$ cat src/rtl/wbaddr_guard_pkg.sv
// Shared types for the MMU-to-RAM bus guard: FSM encoding and the Wishbone request payload.
package wbaddr_guard_pkg;
  localparam int WB_AW = 30;
  localparam int WB_DW = 32;
  localparam int WB_SW = WB_DW / 8;

  typedef enum logic [1:0] {
    S_IDLE  = 2'd0,
    S_BUSY  = 2'd1,
    S_ABORT = 2'd2
  } gstate_t;

  typedef struct packed {
    logic             we;
    logic [WB_AW-1:0] addr;
    logic [WB_DW-1:0] data;
    logic [WB_SW-1:0] sel;
  } wb_req_t;
endpackage

$ cat src/rtl/wbaddr_guard_if.sv
// Upstream pipelined Wishbone port between the MMU (master) and the guard (slave).
interface wbaddr_guard_if;
  import wbaddr_guard_pkg::*;

  logic             cyc;
  logic             stb;
  wb_req_t          req;
  logic             stall;
  logic             ack;
  logic             err;
  logic [WB_DW-1:0] rdata;

  modport master (output cyc, stb, req, input stall, ack, err, rdata);
  modport slave  (input cyc, stb, req, output stall, ack, err, rdata);
endinterface

$ cat src/rtl/wbaddr_guard_timeout.sv
// Saturating idle-cycle counter; o_expired holds while the count sits at its maximum.
module wb_timeout #(
  parameter int LGTO = 8
) (
  input  logic i_clk,
  input  logic i_reset,
  input  logic i_clr,
  input  logic i_en,
  output logic o_expired
);
  logic [LGTO-1:0] r_cnt;

  always_ff @(posedge i_clk) begin
    if (i_reset || i_clr)
      r_cnt <= '0;
    else if (i_en && (r_cnt != '1))
      r_cnt <= r_cnt + 1'b1;
  end

  assign o_expired = (r_cnt == '1);
endmodule

$ cat src/rtl/wbaddr_guard.sv
// Address-window / timeout guard between the MMU physical port and on-chip RAM.
// Out-of-window strobes and stuck transactions are answered with a one-cycle bus error.
module wbaddr_guard
  import wbaddr_guard_pkg::*;
#(
  parameter int                 AW    = WB_AW,
  parameter int                 MAW   = 15,
  parameter logic [AW-MAW-1:0]  BASE  = 1,
  parameter int                 LGTO  = 8,
  parameter int                 LGOUT = 4
) (
  input  logic              i_clk,
  input  logic              i_reset,
  wbaddr_guard_if.slave     wb,
  output logic              o_mem_cyc,
  output logic              o_mem_stb,
  output logic              o_mem_we,
  output logic [MAW-1:0]    o_mem_addr,
  output logic [WB_DW-1:0]  o_mem_data,
  output logic [WB_SW-1:0]  o_mem_sel,
  input  logic              i_mem_ack,
  input  logic              i_mem_stall,
  input  logic [WB_DW-1:0]  i_mem_data,
  output logic [AW-1:0]     o_fault_addr,
  output logic              o_fault_to,
  output logic              o_fault_vld
);
  gstate_t          r_state;
  logic             r_err;
  logic [LGOUT-1:0] r_out, r_wptr;
  logic [AW-1:0]    r_oq [2**LGOUT];
  logic [AW-1:0]    r_fault_addr;
  logic             r_fault_to, r_fault_vld;

  logic [AW-1:0]    w_addr;
  logic [LGOUT-1:0] w_old_idx;
  logic w_inwin, w_full, w_out_nz, w_acc, w_ack, w_dec, w_bad;
  logic w_expired, w_to, w_fault, w_to_clr;

  assign w_addr    = wb.req.addr;
  assign w_inwin   = (w_addr[AW-1:MAW] == BASE);
  assign w_full    = (r_out == '1);
  assign w_out_nz  = (r_out != '0);

  // r_err gates cyc in the pulse cycle so the RAM is abandoned immediately
  assign o_mem_cyc = wb.cyc && (r_state != S_ABORT) && !r_err;
  assign o_mem_stb = o_mem_cyc && wb.stb && w_inwin && !w_full;
  assign o_mem_we   = wb.req.we;
  assign o_mem_addr = w_addr[MAW-1:0];
  assign o_mem_data = wb.req.data;
  assign o_mem_sel  = wb.req.sel;

  assign w_bad = o_mem_cyc && wb.stb && !w_inwin && !w_full;
  assign w_acc = o_mem_stb && !i_mem_stall;
  assign w_ack = o_mem_cyc && i_mem_ack;
  assign w_dec = w_ack && (w_out_nz || w_acc);

  assign wb.stall = !o_mem_cyc || w_full || (w_inwin && i_mem_stall);
  assign wb.ack   = w_ack;
  assign wb.rdata = i_mem_data;
  assign wb.err   = r_err;

  assign w_to_clr = !o_mem_cyc || w_ack || w_acc || !w_out_nz;
  assign w_to     = o_mem_cyc && w_out_nz && w_expired && !w_ack && !w_acc;
  assign w_fault  = w_bad || w_to;

  wb_timeout #(.LGTO(LGTO)) u_to (
    .i_clk     (i_clk),
    .i_reset   (i_reset),
    .i_clr     (w_to_clr),
    .i_en      (w_out_nz),
    .o_expired (w_expired)
  );

  // Outstanding addresses in issue order; the oldest sits r_out entries behind the write pointer
  assign w_old_idx = r_wptr - r_out;

  always_ff @(posedge i_clk) begin
    if (w_acc)
      r_oq[r_wptr] <= w_addr;
  end

  always_ff @(posedge i_clk) begin
    if (i_reset) begin
      r_state      <= S_IDLE;
      r_err        <= 1'b0;
      r_out        <= '0;
      r_wptr       <= '0;
      r_fault_addr <= '0;
      r_fault_to   <= 1'b0;
      r_fault_vld  <= 1'b0;
    end else begin
      r_err <= w_fault;

      if (!wb.cyc)
        r_state <= S_IDLE;
      else if (w_fault)
        r_state <= S_ABORT;
      else if (r_state == S_IDLE)
        r_state <= S_BUSY;

      if (!wb.cyc || w_fault)
        r_out <= '0;
      else if (w_acc && !w_dec)
        r_out <= r_out + 1'b1;
      else if (w_dec && !w_acc)
        r_out <= r_out - 1'b1;

      if (w_acc)
        r_wptr <= r_wptr + 1'b1;

      if (w_fault && !r_fault_vld) begin
        r_fault_vld  <= 1'b1;
        r_fault_to   <= !w_bad;
        r_fault_addr <= w_bad ? w_addr : r_oq[w_old_idx];
      end
    end
  end

  assign o_fault_addr = r_fault_addr;
  assign o_fault_to   = r_fault_to;
  assign o_fault_vld  = r_fault_vld;
endmodule

$ cat src/flat_wrapper.sv
// flat-port wrapper written by rule: the top's interface ports become plain ports
module wbaddr_guard_flat import wbaddr_guard_pkg::*;
#(
  parameter int                 AW    = WB_AW,
  parameter int                 MAW   = 15,
  parameter logic [AW-MAW-1:0]  BASE  = 1,
  parameter int                 LGTO  = 8,
  parameter int                 LGOUT = 4
)
  (i_clk, i_reset, o_mem_cyc, o_mem_stb, o_mem_we, o_mem_addr, o_mem_data, o_mem_sel, i_mem_ack, i_mem_stall, i_mem_data, o_fault_addr, o_fault_to, o_fault_vld, wb_cyc, wb_stb, wb_req, wb_stall, wb_ack, wb_err, wb_rdata);
  wbaddr_guard_if wb_i ();
  input  logic i_clk;
  input  logic i_reset;
  output logic o_mem_cyc;
  output logic o_mem_stb;
  output logic o_mem_we;
  output logic [MAW-1:0] o_mem_addr;
  output logic [WB_DW-1:0] o_mem_data;
  output logic [WB_SW-1:0] o_mem_sel;
  input  logic i_mem_ack;
  input  logic i_mem_stall;
  input  logic [WB_DW-1:0] i_mem_data;
  output logic [AW-1:0] o_fault_addr;
  output logic o_fault_to;
  output logic o_fault_vld;
  input wire logic [$bits(wb_i.cyc)-1:0] wb_cyc;
  input wire logic [$bits(wb_i.stb)-1:0] wb_stb;
  input wire logic [$bits(wb_i.req)-1:0] wb_req;
  output wire logic [$bits(wb_i.stall)-1:0] wb_stall;
  output wire logic [$bits(wb_i.ack)-1:0] wb_ack;
  output wire logic [$bits(wb_i.err)-1:0] wb_err;
  output wire logic [$bits(wb_i.rdata)-1:0] wb_rdata;
  assign wb_i.cyc = wb_cyc;
  assign wb_i.stb = wb_stb;
  assign wb_i.req = wb_req;
  assign wb_stall = wb_i.stall;
  assign wb_ack = wb_i.ack;
  assign wb_err = wb_i.err;
  assign wb_rdata = wb_i.rdata;
  wbaddr_guard #(.AW(AW), .MAW(MAW), .BASE(BASE), .LGTO(LGTO), .LGOUT(LGOUT)) u_core (.i_clk(i_clk), .i_reset(i_reset), .wb(wb_i), .o_mem_cyc(o_mem_cyc), .o_mem_stb(o_mem_stb), .o_mem_we(o_mem_we), .o_mem_addr(o_mem_addr), .o_mem_data(o_mem_data), .o_mem_sel(o_mem_sel), .i_mem_ack(i_mem_ack), .i_mem_stall(i_mem_stall), .i_mem_data(i_mem_data), .o_fault_addr(o_fault_addr), .o_fault_to(o_fault_to), .o_fault_vld(o_fault_vld));
endmodule
$ cat config.mk
export PLATFORM = sky130hd
export DESIGN_NAME = wbaddr_guard_flat
export DESIGN_NICKNAME = d
export VERILOG_FILES = /design/src/rtl/wbaddr_guard_pkg.sv /design/src/rtl/wbaddr_guard_if.sv /design/src/rtl/wbaddr_guard_timeout.sv /design/src/rtl/wbaddr_guard.sv /design/src/flat_wrapper.sv
export SDC_FILE = /design/constraint.sdc
export NUM_CORES = 1
export LEC_CHECK = 0
export ABC_AREA = 1
export CAP_MARGIN = 20
export CELL_PAD_IN_SITES_DETAIL_PLACEMENT = 1
export CELL_PAD_IN_SITES_GLOBAL_PLACEMENT = 2
export CORE_MARGIN = 2
export CORE_UTILIZATION = 40
export CTS_CLUSTER_DIAMETER = 150
export DETAILED_ROUTE_END_ITERATION = 8
export HOLD_SLACK_MARGIN = 0.06
export PLACE_DENSITY_LB_ADDON = 0.1
export RECOVER_POWER = 25
export SYNTH_ARGS = -nofsm -noshare
export SYNTH_HDL_FRONTEND = slang
export SYNTH_SLANG_ARGS = --single-unit
$ cat constraint.sdc
create_clock -name i_clk -period 8.21 [get_ports i_clk]
set_input_delay 0.821 -clock i_clk [delete_from_list [all_inputs] [get_ports i_clk]]
set_output_delay 0.821 -clock i_clk [all_outputs]
set_load 0.03 [all_outputs]
==> impl_metrics.yaml, run 1 <==
detailed_routing:
  wire_per_inst_um: 23.06
  route.final.wire_length_mm: 67.21
  firstDrtPassIters: 5
  antenna_left: 0
  route.detailed.vias_per_inst: 5.224
  initial_drc_count: 981
  drc: 0
  routed-via-count: 15230
placement:
  dpl.cell_count: 2806
  placed_area_sq_um: 23690
  dp_wirelength_mm: 35.94
  preCtsSetupSlack_ps: 3284
  routability_congestion_estimate_from_global_placement: 0.7544
  portBuffers: 87
clock_tree:
  cts_tree: "built"
  cts_buffer_depth: 3
  htreeDepth: 2
  clock_tree.root_cell: "clkbuf_16"
  post-cts-setup-buffers: 0
  numCtsBuffers: 58
  tritoncts_num_sinks: 531
  clock_latency_ps: 620
  cts_hold_buffers: 0
  path_clk_slew_ps: 60
  post_cts.resized_instances: 0
critical_path:
  worst-r2r-setup-slack_ps: 4050
  reg2regPathDepth: 13
  critical_path_arrival_ps: 3560
  reg2reg_from: "u_core.r_wptr[0]"
  crit-reg2reg-capture: "u_core.o_fault_addr[25]"
  criticalPathCategory: "in -> out"
  timing.critical_path.to_type: "output port"
  worst-path-max-fanout: 18
  worst_ep_required_time_ps: 7390
  cp-start-kind: "input pin"
power_and_ir_drop:
  seq_power_share: 0.512
  power.clock.fraction: 0.456
  power.leakage_nw: 8.885
  power.ir.vdd_worst_v: 0.0001569
  switching_share: 0.2117
  power.combinational.fraction: 0.033
  post-layout-total-power_mw: 5.803
  internal_power_mw: 4.574
  switching_power_summed_over_all_nets_mw: 1.229
  p_per_area_nw_per_um2: 226.7
die:
  boundaryPins: 226
  die_w_um: 242.3
  core_area_sq_um: 56280
  std_cell_rows: 87
  initial_core_util: 0.4035
  dieArea_sq_um: 58690
  die-height_um: 242.3
min_path:
  worstHoldStart: "u_core.o_fault_to"
  worst_hold_path.num_cells: 2
  hold_class: "reg -> reg"
  worstHoldEndpoint: "u_core.o_fault_to"
yosys:
  synthesis.area_sq_um: 22710
  syn_nets: 2249
  netlist_instances: 2132
  yosys_register_bits: 531
  synth.yosys.seq_area_share: 0.6797
  synthesis.yosys.warnings: 0
  synth.distinct_cells: 38
  synthesized_area_per_cell_sq_um: 10.65
global_route:
  globalRoute.totalOverflow: 0
  gr_usage_total: 0.2296
  grt_antenna_before_repair: 3
  grt_pass1_vias: 16070
  grt_max_degree: 140
  grt_pass1_wl_mm: 101.1
timing:
  smallest_setup_slack_after_layout_ps: 3834
  clock-skew-final_ps: 15.44
  timing_hold_violations_final: 0
  worst-slew-pin-transition_ps: 1094
  final.min_clock_period_ps: 4376
  achievable-frequency_mhz: 228.5
  rsz_0062_raised_after_global_routing: "no"
  period_share: 0.5330
  max_slew_margin: 0.2698
  setup_tns_ps: 0
  max_slew_violation_count: 0
  setup_viol_count_final: 0
final_layout:
  commonest_cells_after_routing_fill_and_taps_aside: "496 x nor2_1, 480 x edfxtp_1, 344 x nand2_1"
  layout.cells.most_common: "nor2_1"
  final_cells: 2915
  layout_fillers: 6120
  post_route_cells_drive_above_1_share: 0.06858
  fin_area_sq_um: 25600
  final_nets: 2227
  syn_to_final_growth_pct: 12.75
outcome:
  run_status: "finished, final reports clean"
run:
  cap_viol_max_count: 0
[kinds of logic after synthesis]
logic type	count (synthesis)	synth area share
compound gates	324	0.07174
xor+xnor	5	0.002260
flops	531	0.6797
fa+ha+maj	12	0.007274
simple gates	988	0.1733
buf+inv	272	0.06568
[layer usage]
| metal | vias up | share of wire | wire, um | GRT usage |
|---|---|---|---|---|
| met4 | 2 | 0.025 | 1662 | 0.06718 |
| met2 | 307 | 0.48 | 32130 | 0.3810 |
| li1 | 7104 | - | - | - |
| met3 | 101 | 0.041 | 2739 | 0.03722 |
| met1 | 7714 | 0.46 | 30660 | 0.3106 |
| met5 | - | 0.00021 | 14 | 0.004902 |
[cell usage after synthesis]
library cell  number  area (sq um)
buf_2             29         145.1
a211oi_1           1         7.510
o21a_1             1         7.510
nand2_1          345          1295
nand3_4            1         17.52
o21bai_1           1         7.510
nand3_2            1         10.01
o21ai_0          244          1221
nand2_4            2         22.52
buf_6              7         78.83
nand3_1          105         525.5
nor2_2             2         12.51
nor2_4             2         22.52
buf_1             10         37.54
o21ai_1           60         300.3
fa_1               2         40.04
ha_1              10         125.1
buf_4            101         758.2
and3_1             1         6.260
xor2_1             3         26.28
inv_2              4         15.01
nor2_1           512          1922
dfxtp_1           51          1021
nor3_1             6         30.03
nor3b_1            1         7.510
nand4_1            3         18.77
nand3b_1           1         7.510
xnor2_1            1         8.760
inv_4              1         6.260
clkbuf_1          49         183.9
inv_1             69         259.0
nand2_2            3         18.77
a21oi_1           17         85.08
edfxtp_1         480         14410
clkinv_1           2         7.510
or2_2              2         12.51
xor2_2             1         16.27
and2_1             1         6.260
[worst max-delay path: stages]
cell	delay, ps
clkdlybuf4s50_1	780
nor3_1	470
nand2_1	220
nor2_4	230
inv_1	110
o21ai_0	200
clkdlybuf4s50_1	710
[cell type report]
type / instances / area [sq um] / share of cell area
flip-flops and latches: 531 / 15430 / 0.6029
well taps: 756 / 945.9 / 0.03695
repair buffers: 114 / 1074 / 0.04193
inverters: 76 / 299.0 / 0.01168
diodes: 1 / 2.502 / 0.00009775
clock inverters: 39 / 396.6 / 0.01549
clock buffers: 69 / 1514 / 0.05914
multi-input cells: 1329 / 5934 / 0.2318
[power by group through the flow]
| stage | Combinational, mW | Sequential, mW | Clock [mW] |
|---|---|---|---|
| after floorplan | 0.129 | 3.04 | 0 |
| after global placement | 0.188 | 3.03 | 0 |
| after detailed placement | 0.192 | 3.03 | 0 |
| after CTS | 0.193 | 2.97 | 2.70 |
| after global routing | 0.205 | 2.97 | 2.81 |
| final | 0.189 | 2.97 | 2.64 |
[through the flow]
stage,util,hold WS [ps]
after floorplan,-,433.1
after global placement,0.4209,448.2
after detailed placement,0.4209,450.0
after CTS,0.4549,459.1
after global routing,0.4549,495.5
final,0.4549,452.7
[worst max-delay path by stage]
stage | from | to | slack, ps
2_1_floorplan | wb_cyc | u_core.r_oq[11][0] | 4630
3_3_place_gp | wb_req[64] | u_core.o_fault_addr[28] | 3490
3_5_place_dp | wb_req[64] | u_core.o_fault_addr[10] | 3280
4_1_cts | wb_req[64] | wb_stall | 3850
5_1_grt | wb_req[64] | wb_stall | 3670
6_report | wb_req[64] | wb_stall | 3830
[registers in the layout (all words and copies together), names as in the netlist]
| name | cells |
|---|---|
| u_core.r_oq | 480 |
| u_core.r_wptr | 4 |
| u_core.o_fault_to | 1 |
| u_core.o_fault_addr | 30 |
| u_core.o_fault_vld | 1 |
| u_core.r_state | 2 |
| u_core.wb.err | 1 |
| u_core.r_out | 4 |
| u_core.u_to.r_cnt | 8 |
No activity file was read; power rests on OpenSTA's default activity.
==> inputs of run 2 (changes only) <==
CORE_UTILIZATION = 34   (was 40)
clock period = 3.75 ns   (was 8.21 ns; I/O delays follow)
==> run 2 against run 1 <==
Power increased by 120%. Utilization decreased by 5.4 points. Clock power up 120%. Sequential share of layout area is 1.9 points lower.
==> impl_metrics.yaml, run 2 (synthesis gave the netlist of run 1 again) <==
clock_tree:
  tritoncts_num_sinks: 531
  cts_tree: "built"
  cts_hold_buffers: 0
  htreeDepth: 2
  numCtsBuffers: 60
  cts_buffer_depth: 3
  post-cts-setup-buffers: 0
  clock_latency_ps: 620
  path_clk_slew_ps: 60
  post_cts.resized_instances: 0
  clock_tree.root_cell: "clkbuf_16"
critical_path:
  criticalPathCategory: "reg -> reg"
  worst-path-max-fanout: 45
  timing.critical_path.to_type: "flip-flop"
  worst_ep_required_time_ps: 4260
  cp-start-kind: "flip-flop"
  critical_path_arrival_ps: 3660
  worst-r2r-setup-slack_ps: 600
final_layout:
  final_nets: 2291
  regMostFlops: "u_core.r_oq"
  post_route_cells_drive_above_1_share: 0.08584
  syn_to_final_growth_pct: 16.37
  commonest_cells_after_routing_fill_and_taps_aside: "496 x nor2_1, 480 x edfxtp_1, 344 x nand2_1"
  layout.cells.most_common: "nor2_1"
  number_of_flip_flops_under_the_largest_register_name: 480
  final_cells: 3090
  fin_area_sq_um: 26420
  fin_util: 0.4005
timing:
  achievable-frequency_mhz: 317.6
  clock-skew-final_ps: 13.97
  worst-slew-pin-transition_ps: 1028
  final.min_clock_period_ps: 3148
  rsz_0062_raised_after_global_routing: "no"
  setup_tns_ps: 0
  smallest_setup_slack_after_layout_ps: 601.6
  timing_hold_violations_final: 0
  max_slew_margin: 0.3149
  period_share: 0.8396
  max_slew_violation_count: 0
  setup_viol_count_final: 0
detailed_routing:
  antenna_left: 0
  route.detailed.vias_per_inst: 4.954
  wire_per_inst_um: 21.77
  drc: 0
  initial_drc_count: 843
  firstDrtPassIters: 5
  routed-via-count: 15310
  route.final.wire_length_mm: 67.27
global_route:
  gr_usage_total: 0.1959
  grt_antenna_before_repair: 1
  grt_pass1_vias: 16340
  grt_pass1_wl_mm: 102.9
  globalRoute.totalOverflow: 0
  grt_max_degree: 108
die:
  initial_core_util: 0.3441
  dieArea_sq_um: 68870
  die_w_um: 262.4
  boundaryPins: 226
  std_cell_rows: 94
  die-height_um: 262.4
  core_area_sq_um: 65980
placement:
  preCtsSetupSlack_ps: 400.5
  dp_wirelength_mm: 40.38
  dpl.cell_count: 2976
  placed_area_sq_um: 24580
  routability_congestion_estimate_from_global_placement: 0.7515
  portBuffers: 87
power_and_ir_drop:
  power.ir.vdd_worst_v: 0.0003140
  power.leakage_nw: 9.221
  p_per_area_nw_per_um2: 479.8
run:
  cap_viol_max_count: 0
min_path:
  hold_class: "reg -> reg"
outcome:
  run_status: "finished, final reports clean"
-- run 2: metrics by stage --
step                power [mW]  hold WS, ps
finish                   12.68        452.7
CTS                      12.87        441.3
floorplan                6.945        433.1
detailed placement       7.093        449.0
global placement         7.085        445.3
global route             13.12        479.0
-- run 2: layout make-up --
| class | count | area [sq um] |
|---|---|---|
| clock buffers | 88 | 1699 |
| clock inverters | 25 | 209.0 |
| diodes | 1 | 2.502 |
| inverters | 76 | 295.3 |
| repair buffers | 176 | 1768 |
| flip-flops and latches | 531 | 15430 |
| fillers | 7199 | 39560 |
| well taps | 864 | 1081 |
| multi-input cells | 1329 | 5934 |
-- run 2: worst max-delay path, stage by stage (launching register included) --
cell and delay, ps:
dfxtp_1 390, inv_1 150, ha_4 190, fa_4 790, buf_12 220, buf_12 290, nor2_1 90, o21ai_0 100
o21ai_1 150, nand2_1 90, nand3_1 140, nand3_1 170, nand2_1 60, nor2_1 90, nor2_1 50
-- run 2: path summary, 6_finish.rpt --
path	start	endpoint	cells past startpoint
max	u_core.r_wptr[0]	u_core.o_fault_addr[25]	14
min	u_core.o_fault_to	u_core.o_fault_to	2
max reg2reg	u_core.r_wptr[0]	u_core.o_fault_addr[25]	14
min reg2reg	u_core.o_fault_to	u_core.o_fault_to	2
-- run 2: report_power, final --
group          switching, mW  total (mW)  internal, mW
logic                  0.314       0.458         0.144
clock network           2.40        5.73          3.33
registers             0.0166        6.49          6.47
total                   2.73        12.7          9.95
-- run 2: routing by layer --
metal | up-vias | GRT usage | share of wire
li1 | 7237 | - | -
met1 | 7729 | 0.2633 | 0.47
met2 | 262 | 0.3340 | 0.49
met3 | 80 | 0.03205 | 0.032
met4 | 0 | 0.04163 | 0.018
met5 | - | 0 | 0
==> inputs of run 3 (changes only) <==
CORE_UTILIZATION = 37   (was 34)
clock period = 2.9 ns   (was 3.75 ns; I/O delays follow)
==> run 3 against run 2 <==
First-iteration DRC count increased by 14%. Critical endpoint is now u_core.o_fault_addr[1]. Utilization rose by 4.9 points. Largest cell class unchanged. Global-route usage up 2.4 points. Clock skew up 3.6 ps. Via count rose by 2.0%.
==> impl_metrics.yaml, run 3 (synthesis gave the netlist of run 1 again) <==
die:
  initial_core_util: 0.3755
  core_area_sq_um: 60470
  die_w_um: 251.7
  std_cell_rows: 90
  boundaryPins: 226
  dieArea_sq_um: 63370
  die-height_um: 251.7
clock_tree:
  clock_latency_ps: 620
  path_clk_slew_ps: 60
  numCtsBuffers: 58
  cts_hold_buffers: 0
  cts_tree: "built"
  tritoncts_num_sinks: 531
  htreeDepth: 2
  cts_buffer_depth: 3
  clock_tree.root_cell: "clkbuf_16"
global_route:
  gr_usage_total: 0.2194
  globalRoute.totalOverflow: 0
  grt_pass1_wl_mm: 104.0
  global_route.usage.met1: 0.2892
  met3_layer_usage_reported_by_global_route: 0.03642
  grtUsageMet2: 0.3785
  globalRoute.busiestLayer: "met2"
  grt_antenna_before_repair: 0
  grt_pass1_vias: 16200
  grt_max_degree: 81
power_and_ir_drop:
  power.leakage_nw: 9.691
  seq_power_share: 0.513
  internal_power_mw: 12.83
  power.ir.vdd_worst_v: 0.0004749
  power.combinational.fraction: 0.038
  p_per_area_nw_per_um2: 601.1
  power.clock.fraction: 0.449
  switching_power_summed_over_all_nets_mw: 3.512
  switching_share: 0.2149
outcome:
  run_status: "finished, final reports clean"
detailed_routing:
  drc: 0
  route.detailed.vias_per_inst: 5.108
  route.final.wire_length_mm: 70.49
  wire_per_inst_um: 23.07
  routed-via-count: 15610
  antenna_left: 0
  initial_drc_count: 961
  firstDrtPassIters: 5
placement:
  dpl.cell_count: 2935
  preCtsSetupSlack_ps: 73.14
  dp_wirelength_mm: 43.44
  routability_congestion_estimate_from_global_placement: 0.7713
  placed_area_sq_um: 25010
  portBuffers: 87
min_path:
  worst_hold_path.num_cells: 4
  hold_class: "in -> reg"
critical_path:
  worst_ep_required_time_ps: 3410
  reg2regPathDepth: 15
  timing.critical_path.to_type: "flip-flop"
  criticalPathCategory: "reg -> reg"
  worst-path-max-fanout: 7
  cp-start-kind: "flip-flop"
  critical_path_arrival_ps: 3340
timing:
  smallest_setup_slack_after_layout_ps: 69.22
  worst-slew-pin-transition_ps: 778.4
  setup_tns_ps: 0
  rsz_0062_raised_after_global_routing: "yes"
  achievable-frequency_mhz: 353.3
  max_slew_margin: 0.4810
  period_share: 0.9761
  final.min_clock_period_ps: 2831
  timing_hold_violations_final: 0
  setup_viol_count_final: 0
  max_slew_violation_count: 0
  clock-skew-final_ps: 17.56
final_layout:
  regMostFlops: "u_core.r_oq"
  post_route_cells_drive_above_1_share: 0.1280
  commonest_cells_after_routing_fill_and_taps_aside: "493 x nor2_1, 480 x edfxtp_1, 342 x nand2_1"
  antennaDiodeCount: 0
  syn_to_final_growth_pct: 19.70
  layout.cells.most_common: "nor2_1"
  fin_area_sq_um: 27180
  final_cells: 3056
  fin_util: 0.4495
  number_of_flip_flops_under_the_largest_register_name: 480
  final_nets: 2344
run:
  cap_viol_max_count: 0
## run 3: timing repair
action	in CTS	in global routing
gates resized for setup	0	36
endpoints found under the setup margin	0	14
buffers inserted	0	10
## run 3: stage by stage
| stage | hold slack [ps] | power (mW) |
|---|---|---|
| 2_1_floorplan | 359.1 | 8.980 |
| 3_3_place_gp | 441.6 | 9.173 |
| 3_5_place_dp | 448.8 | 9.181 |
| 4_1_cts | 342.4 | 16.52 |
| 5_1_grt | 412.1 | 16.83 |
| 6_report | 383.6 | 16.34 |
## run 3: power by group through the flow
stage / Clock, mW / Sequential, mW / Combinational [mW]
6_report: 7.33 / 8.39 / 0.624
5_1_grt: 7.77 / 8.39 / 0.672
4_1_cts: 7.50 / 8.39 / 0.632
3_5_place_dp: 0 / 8.55 / 0.631
3_3_place_gp: 0 / 8.55 / 0.624
2_1_floorplan: 0 / 8.61 / 0.366
## run 3: routing by layer
metal  up-vias  wire [um]
met5         -         87
met4         4       1098
met3        80       2715
met2       307      35020
met1      7890      31570
li1       7328          -
## run 3: worst max-delay path, stage by stage (launching register included)
cell and delay (ps):
dfxtp_2 330, inv_2 50, ha_4 160, fa_4 910, clkinv_8 120, buf_12 150
buf_4 130, buf_4 130, o21ai_0 70, o21ai_1 100, nand2_1 120, nand3_2 140
nand3_2 120, nand2_1 70, nor2_1 90, nor2_1 50
## run 3: final timing paths
check | end | from | slack [ps]
min | u_core.r_state[1] | wb_cyc | 380
max reg2reg | u_core.o_fault_addr[1] | u_core.r_wptr[0] | 70
max | u_core.o_fault_addr[1] | u_core.r_wptr[0] | 70
min reg2reg | u_core.o_fault_to | u_core.o_fault_to | 450
## run 3: cell type report
| class | instances | area (sq um) |
|---|---|---|
| inverters | 76 | 302.8 |
| flip-flops and latches | 531 | 15440 |
| multi-input cells | 1329 | 6001 |
| fillers | 6425 | 33290 |
| repair buffers | 231 | 2592 |
| clock inverters | 36 | 350.3 |
| well taps | 782 | 978.4 |
| clock buffers | 71 | 1520 |
